--- src/rtl/mul_share_pkg.sv ---
// Shared types and defaults for the multiplier-sharing arbiter and its
// round-robin picker.
package mul_share_pkg;

    typedef enum logic [1:0] {
        IDLE  = 2'd0,
        ISSUE = 2'd1,
        BUSY  = 2'd2,
        RESP  = 2'd3
    } arb_state_t;

    localparam int NREQ_DEF = 4;
    localparam int W_DEF    = 16;
    localparam int GNT_W    = $clog2(NREQ_DEF);

endpackage

--- src/rtl/mul_share_arbiter_rr_pick.sv ---
// Combinational round-robin picker: first set request at or above ptr_i,
// wrapping at NREQ. Kept generic so other resource arbiters can reuse it.
module rr_pick
    import mul_share_pkg::*;
#(
    parameter int NREQ = NREQ_DEF
) (
    input  logic [NREQ-1:0]         req_i,
    input  logic [$clog2(NREQ)-1:0] ptr_i,
    output logic [NREQ-1:0]         gnt_o,
    output logic [$clog2(NREQ)-1:0] idx_o,
    output logic                    any_o
);

    localparam int GW = $clog2(NREQ);

    always_comb begin
        int cand;
        cand  = 0;
        gnt_o = '0;
        idx_o = '0;
        any_o = 1'b0;
        for (int k = 0; k < NREQ; k++) begin
            cand = int'(ptr_i) + k;
            if (cand >= NREQ) begin
                cand = cand - NREQ;
            end
            if (!any_o && req_i[cand[GW-1:0]]) begin
                any_o                = 1'b1;
                idx_o                = cand[GW-1:0];
                gnt_o[cand[GW-1:0]]  = 1'b1;
            end
        end
    end

endmodule

--- src/rtl/mul_share_arbiter.sv ---
// Round-robin share of one sequential multiplier core among NREQ requesters,
// with a watchdog that closes a transaction out if the core never finishes.
//
// state | meaning
// IDLE  | waiting for any req_valid; grants and latches operands on accept
// ISSUE | one-cycle mul_start pulse to the core, watchdog loaded
// BUSY  | waiting for mul_done while the watchdog counts down
// RESP  | result offered to the granted requester until its rsp_ready
module mul_share_arbiter
    import mul_share_pkg::*;
#(
    parameter int NREQ    = NREQ_DEF,
    parameter int W       = W_DEF,
    parameter int TIMEOUT = 2 * W + 8
) (
    input  logic                clk,
    input  logic                rst,
    input  logic [NREQ-1:0]     req_valid_i,
    output logic [NREQ-1:0]     req_ready_o,
    input  logic [NREQ*W-1:0]   req_a_i,
    input  logic [NREQ*W-1:0]   req_b_i,
    output logic [NREQ-1:0]     rsp_valid_o,
    input  logic [NREQ-1:0]     rsp_ready_i,
    output logic [2*W-1:0]      rsp_product_o,
    output logic                rsp_err_o,
    output logic                mul_start_o,
    output logic [W-1:0]        mul_a_o,
    output logic [W-1:0]        mul_b_o,
    input  logic                mul_done_i,
    input  logic [2*W-1:0]      mul_product_i,
    output logic                busy_o
);

    localparam int GW   = $clog2(NREQ);
    localparam int WD_W = (TIMEOUT > 1) ? $clog2(TIMEOUT) : 1;
    // Down-counter: loaded in ISSUE, terminal count at zero is the
    // TIMEOUT-th BUSY cycle.
    localparam logic [WD_W-1:0] WD_LOAD = WD_W'(TIMEOUT - 1);

    arb_state_t        state_q;
    logic [GW-1:0]     rr_ptr_q;
    logic [GW-1:0]     rr_ptr_d;
    logic [GW-1:0]     grant_q;
    logic [NREQ-1:0]   gnt_oh_q;
    logic [WD_W-1:0]   wd_cnt_q;
    logic [NREQ-1:0]   rsp_valid_q;
    logic [2*W-1:0]    rsp_product_q;
    logic              rsp_err_q;
    logic              mul_start_q;
    logic [W-1:0]      mul_a_q;
    logic [W-1:0]      mul_b_q;
    logic [W-1:0]      mul_a_d;
    logic [W-1:0]      mul_b_d;
    logic              busy_q;

    logic [NREQ-1:0]   pick_gnt;
    logic [GW-1:0]     pick_idx;
    logic              pick_any;

    rr_pick #(
        .NREQ (NREQ)
    ) u_pick (
        .req_i (req_valid_i),
        .ptr_i (rr_ptr_q),
        .gnt_o (pick_gnt),
        .idx_o (pick_idx),
        .any_o (pick_any)
    );

    assign req_ready_o = (state_q == IDLE) ? pick_gnt : '0;
    assign mul_a_d     = req_a_i[pick_idx*W +: W];
    assign mul_b_d     = req_b_i[pick_idx*W +: W];
    assign rr_ptr_d    = (grant_q == GW'(NREQ - 1)) ? '0 : grant_q + 1'b1;

    always_ff @(posedge clk or negedge rst) begin
        if (!rst) begin
            state_q       <= IDLE;
            rr_ptr_q      <= '0;
            grant_q       <= '0;
            gnt_oh_q      <= '0;
            wd_cnt_q      <= '0;
            rsp_valid_q   <= '0;
            rsp_product_q <= '0;
            rsp_err_q     <= 1'b0;
            mul_start_q   <= 1'b0;
            mul_a_q       <= '0;
            mul_b_q       <= '0;
            busy_q        <= 1'b0;
        end else begin
            mul_start_q <= 1'b0;
            unique case (state_q)
                IDLE: begin
                    if (pick_any) begin
                        mul_a_q     <= mul_a_d;
                        mul_b_q     <= mul_b_d;
                        grant_q     <= pick_idx;
                        gnt_oh_q    <= pick_gnt;
                        mul_start_q <= 1'b1;
                        busy_q      <= 1'b1;
                        state_q     <= ISSUE;
                    end
                end
                ISSUE: begin
                    wd_cnt_q <= WD_LOAD;
                    state_q  <= BUSY;
                end
                BUSY: begin
                    wd_cnt_q <= wd_cnt_q - 1'b1;
                    // A completion in the expiry cycle still counts as success.
                    if (mul_done_i) begin
                        rsp_product_q <= mul_product_i;
                        rsp_err_q     <= 1'b0;
                        rsp_valid_q   <= gnt_oh_q;
                        state_q       <= RESP;
                    end else if (wd_cnt_q == '0) begin
                        rsp_product_q <= '0;
                        rsp_err_q     <= 1'b1;
                        rsp_valid_q   <= gnt_oh_q;
                        state_q       <= RESP;
                    end
                end
                RESP: begin
                    if (rsp_ready_i[grant_q]) begin
                        rsp_valid_q <= '0;
                        busy_q      <= 1'b0;
                        rr_ptr_q    <= rr_ptr_d;
                        state_q     <= IDLE;
                    end
                end
                default: begin
                    state_q <= IDLE;
                end
            endcase
        end
    end

    assign rsp_valid_o   = rsp_valid_q;
    assign rsp_product_o = rsp_product_q;
    assign rsp_err_o     = rsp_err_q;
    assign mul_start_o   = mul_start_q;
    assign mul_a_o       = mul_a_q;
    assign mul_b_o       = mul_b_q;
    assign busy_o        = busy_q;

endmodule

--- config.mk ---
export PLATFORM = sky130hd
export DESIGN_NAME = mul_share_arbiter
export DESIGN_NICKNAME = d
export VERILOG_FILES = /design/src/rtl/mul_share_pkg.sv /design/src/rtl/mul_share_arbiter_rr_pick.sv /design/src/rtl/mul_share_arbiter.sv
export SDC_FILE = /design/constraint.sdc
export NUM_CORES = 1
export LEC_CHECK = 0
export CAP_MARGIN = 25
export CORE_MARGIN = 5
export CORE_UTILIZATION = 43
export DETAILED_ROUTE_END_ITERATION = 10
export PLACE_DENSITY = 0.82
export SETUP_SLACK_MARGIN = 0.05
export SKIP_CTS_REPAIR_TIMING = 1
export SLEW_MARGIN = 20
export SYNTH_ARGS = -nofsm -noshare
export SYNTH_HDL_FRONTEND = slang
export SYNTH_SLANG_ARGS = --single-unit
--- constraint.sdc ---
create_clock -name clk -period 4.7 [get_ports clk]
set_input_delay 0.94 -clock clk [delete_from_list [all_inputs] [get_ports clk]]
set_output_delay 0.94 -clock clk [all_outputs]
set_load 0.02 [all_outputs]
==> flow_summary.html <==
<table>
<tr><th>Metric</th><th>Value</th></tr>
<tr><th colspan="2">Run status</th></tr>
<tr><td>Outcome</td><td>completed</td></tr>
<tr><th colspan="2">Hold path</th></tr>
<tr><td>Hold Path Class</td><td>register to register</td></tr>
<tr><th colspan="2">STA</th></tr>
<tr><td>Final Hold Viols</td><td>0</td></tr>
<tr><td>Final Cycle Share</td><td>0.945</td></tr>
<tr><td>Worst-case clock skew</td><td>6.60 ps</td></tr>
<tr><td>RSZ-0062 raised after global routing</td><td>false</td></tr>
<tr><td>Final count of negative-setup-slack endpoints</td><td>0</td></tr>
<tr><td>Count of pins over their slew limit</td><td>0</td></tr>
<tr><td>Max_slew headroom</td><td>0.494</td></tr>
<tr><td>Fin crit period</td><td>4440 ps</td></tr>
<tr><td>Transition at the pin with the smallest max-transition slack</td><td>757 ps</td></tr>
<tr><td>Peak clock frequency supported by timing</td><td>225 MHz</td></tr>
<tr><td>Aggregate negative setup slack</td><td>0 ps</td></tr>
<tr><th colspan="2">Clock tree</th></tr>
<tr><td>H-tree depth reported by CTS</td><td>3</td></tr>
<tr><td>Clock buffer depth</td><td>2</td></tr>
<tr><td>Latest clock arrival within the worst-skew pair</td><td>330 ps</td></tr>
<tr><td>Clock-pin slew on the worst setup and hold paths</td><td>60 ps</td></tr>
<tr><td>Total clock buffers created by CTS</td><td>9</td></tr>
<tr><td>CTS tree</td><td>yes</td></tr>
<tr><td>CTS sink count</td><td>87</td></tr>
<tr><td>Root buffer selected by CTS</td><td>sky130_fd_sc_hd__clkbuf_16</td></tr>
<tr><th colspan="2">Cells and area</th></tr>
<tr><td>Count of fill cells added during filler insertion</td><td>1033</td></tr>
<tr><td>Summed area of non-filler cells in the final layout</td><td>8300 sq um</td></tr>
<tr><td>Fraction of final layout cells sized beyond drive strength 1</td><td>0.0771</td></tr>
<tr><td>Relative area change from synthesis to final layout</td><td>51.6%</td></tr>
<tr><td>Multi-input logic area</td><td>3010 sq um</td></tr>
<tr><td>Seq. cell area</td><td>2180 sq um</td></tr>
<tr><td>Fin nets</td><td>997</td></tr>
<tr><th colspan="2">Synthesis</th></tr>
<tr><td>Number of nets produced by synthesis</td><td>778</td></tr>
<tr><td>Share of the synthesized area in the top cell type</td><td>0.398</td></tr>
<tr><td>Summed instance area of the synthesized netlist</td><td>5480 sq um</td></tr>
<tr><td>Post-synth ARST share</td><td>1.00</td></tr>
<tr><td>Most area-consuming cells after synthesis</td><td>sky130_fd_sc_hd__dfrtp_1 (40%), sky130_fd_sc_hd__a211oi_1 (6.7%), sky130_fd_sc_hd__nand2_1 (6.7%)</td></tr>
<tr><td>Post-Synthesis Cells</td><td>594</td></tr>
<tr><td>Post-synth top flop</td><td>sky130_fd_sc_hd__dfrtp_1</td></tr>
<tr><td>Sequential area share after synthesis</td><td>0.398</td></tr>
<tr><td>Cell taking the most area after synthesis</td><td>sky130_fd_sc_hd__dfrtp_1</td></tr>
<tr><td>Post-synth cell types</td><td>55</td></tr>
<tr><td>Number of enable flip-flop cells after synthesis</td><td>0</td></tr>
<tr><td>Most common cell in the synthesized netlist</td><td>sky130_fd_sc_hd__nand2_1</td></tr>
<tr><td>Synthesized flop and latch total</td><td>87</td></tr>
<tr><td>Mapped Avg Cell Area</td><td>9.22 sq um</td></tr>
<tr><td>Top cells by count, synth</td><td>sky130_fd_sc_hd__nand2_1 (98), sky130_fd_sc_hd__dfrtp_1 (87), sky130_fd_sc_hd__a211oi_1 (49), sky130_fd_sc_hd__nor2_1 (42), sky130_fd_sc_hd__a21oi_1 (41)</td></tr>
<tr><td>Yosys Warn Count</td><td>0</td></tr>
<tr><th colspan="2">Detailed routing</th></tr>
<tr><td>DRC violations left</td><td>0</td></tr>
<tr><td>Drt first-iter violations</td><td>344</td></tr>
<tr><td>Post-DR vias/cell</td><td>5.78</td></tr>
<tr><td>Wire length per cell after detailed routing</td><td>19.5 um</td></tr>
<tr><td>Final routed wirelength across all metal layers</td><td>19.3 mm</td></tr>
<tr><td>Number of antenna-violating nets in the routed design</td><td>0</td></tr>
<tr><td>Number of optimization iterations in the first detailed-route pass</td><td>5</td></tr>
<tr><td>Total vias in the final route</td><td>5720</td></tr>
<tr><th colspan="2">Die</th></tr>
<tr><td>Die H</td><td>123 um</td></tr>
<tr><td>Number of core rows</td><td>41</td></tr>
<tr><td>Initial standard-cell utilization of the core</td><td>0.436</td></tr>
<tr><td>Ports placed on the boundary</td><td>246</td></tr>
<tr><td>Horizontal extent of the die</td><td>123 um</td></tr>
<tr><td>Area inside the core boundary</td><td>12600 sq um</td></tr>
<tr><td>Die Footprint</td><td>15100 sq um</td></tr>
<tr><th colspan="2">Power and ir drop</th></tr>
<tr><td>Worst IR Drop VDD</td><td>0.273 mV</td></tr>
<tr><td>Reported leakage power</td><td>3.41 nW</td></tr>
<tr><td>Power density of the placed cells</td><td>665 nW/um^2</td></tr>
<tr><th colspan="2">GRT</th></tr>
<tr><td>First-pass GRT wire length</td><td>30.0 mm</td></tr>
<tr><td>Pin count of the biggest net entering global routing</td><td>58</td></tr>
<tr><td>Initial antenna violation count</td><td>1</td></tr>
<tr><td>Overall track demand over capacity in global routing</td><td>0.253</td></tr>
<tr><td>Residual overflow from global routing</td><td>0</td></tr>
<tr><td>Via count of the first global-routing pass</td><td>5884</td></tr>
<tr><th colspan="2">Worst setup path</th></tr>
<tr><td>Endpoint arrival time on the critical path</td><td>3500 ps</td></tr>
<tr><td>Data required time of the critical path</td><td>3760 ps</td></tr>
<tr><td>Kind of capture point of the worst setup path</td><td>primary output</td></tr>
<tr><td>Crit Path Category</td><td>input pin to primary output</td></tr>
<tr><td>Crit Path Max Fanout</td><td>13</td></tr>
<tr><td>Kind of launch point of the worst setup path</td><td>input pin</td></tr>
<tr><th colspan="2">Placement</th></tr>
<tr><td>HPWL Detailed</td><td>14.5 mm</td></tr>
<tr><td>Number of input and output port buffers inserted</td><td>245</td></tr>
<tr><td>Last weighted congestion value of the routability-driven placer</td><td>0.882</td></tr>
<tr><td>Standard cell area after detailed placement</td><td>7990 sq um</td></tr>
<tr><th colspan="2">Flow run</th></tr>
<tr><td>Maximum capacitance violations</td><td>0</td></tr>
</table>
## worst max-delay path, stage by stage
cell and delay (ps):
sky130_fd_sc_hd__clkdlybuf4s50_1 600, sky130_fd_sc_hd__or3b_2 520, sky130_fd_sc_hd__a21oi_1 160, sky130_fd_sc_hd__a221oi_1 170
sky130_fd_sc_hd__nor3b_1 300, sky130_fd_sc_hd__o21a_1 200, sky130_fd_sc_hd__clkdlybuf4s50_1 610
## cells in the final DEF, fill, tap and decap left out, types with 5 or more instances in the layout
cell                                n
sky130_fd_sc_hd__nor3b_1            5
sky130_fd_sc_hd__nor2_1            41
sky130_fd_sc_hd__dfrtp_1           86
sky130_fd_sc_hd__buf_4             13
sky130_fd_sc_hd__o21a_1             5
sky130_fd_sc_hd__a21oi_1           41
sky130_fd_sc_hd__a211oi_1          49
sky130_fd_sc_hd__o2111a_1          14
sky130_fd_sc_hd__inv_1             14
sky130_fd_sc_hd__a22oi_1           34
sky130_fd_sc_hd__mux2_2            18
sky130_fd_sc_hd__clkbuf_16          9
sky130_fd_sc_hd__a22o_1            32
sky130_fd_sc_hd__o21ai_0           17
sky130_fd_sc_hd__ha_1              12
sky130_fd_sc_hd__and2_1             6
sky130_fd_sc_hd__nand2_1           98
sky130_fd_sc_hd__mux2i_1           16
sky130_fd_sc_hd__nand3b_1           7
sky130_fd_sc_hd__clkdlybuf4s50_1  243
## flip-flops by register name (all words and copies together), names as in the netlist, 2 cells and up
signal         count
rsp_product_o     32
mul_a_o           16
mul_b_o           16
wd_cnt_q           6
gnt_oh_q           4
rsp_valid_o        4
grant_q            2
rr_ptr_q           2
state_q            2
## per-layer routing
layer | track usage | wire length, um
met5 | 0 | 0
met4 | 0.118 | 565
met3 | 0.0820 | 2100
met2 | 0.414 | 9160
met1 | 0.302 | 7460
## area by class of cell
| type | count | area share |
|---|---|---|
| Tap cell | 172 | 0.0259 |
| Inverter | 16 | 0.00723 |
| Sequential cell | 87 | 0.262 |
| Multi-Input combinational cell | 442 | 0.362 |
| Clock inverter | 6 | 0.00859 |
| Antenna cell | 1 | 0.000301 |
| Timing Repair Buffer | 257 | 0.306 |
| Clock buffer | 9 | 0.0271 |
## cell families (layout without fill, tap and decap cells)
family          after synthesis  in the layout  synth area share
compound gates              213            213             0.288
xor+xnor                      2              2           0.00320
fa+ha+maj                    13             13            0.0297
buf+inv                      65            288            0.0548
flops                        87             87             0.398
mux                          38             38            0.0827
other cells                   0              1                 0
simple gates                176            176             0.144
## path summary, 6_finish.rpt
path                                     end  slack (ps)      startpoint  cells past startpoint
max in group asynchronous  rsp_product_o[21]        3090             rst                      2
min in group asynchronous     rsp_valid_o[1]         670             rst                      1
max                           req_ready_o[2]         260  req_valid_i[0]                      7
max reg2reg                      mul_a_o[13]        1340     rr_ptr_q[1]                      9
min                              gnt_oh_q[0]         490     gnt_oh_q[0]                      1
min reg2reg                      gnt_oh_q[0]         490     gnt_oh_q[0]                      1
## where the power goes
part | switching, mW | internal [mW] | leakage, nW
clock | 0.298 | 0.413 | 0.138
sequential | 0.215 | 1.10 | 1.03
combinational | 1.97 | 1.52 | 2.24
## stage by stage
stage / std cells / util / setup WS (ps) / power (mW) / hold WS (ps)
detailed placement: 974 / 0.636 / 237 / 4.81 / 475
finish: 990 / 0.661 / 260 / 5.52 / 494
global route: 990 / 0.661 / 83.3 / 5.90 / 517
floorplan: 594 / - / 914 / 3.54 / 450
global placement: 974 / 0.636 / 364 / 4.70 / 489
CTS: 989 / 0.660 / 144 / 5.54 / 492
(Power assumes the default switching activity.)
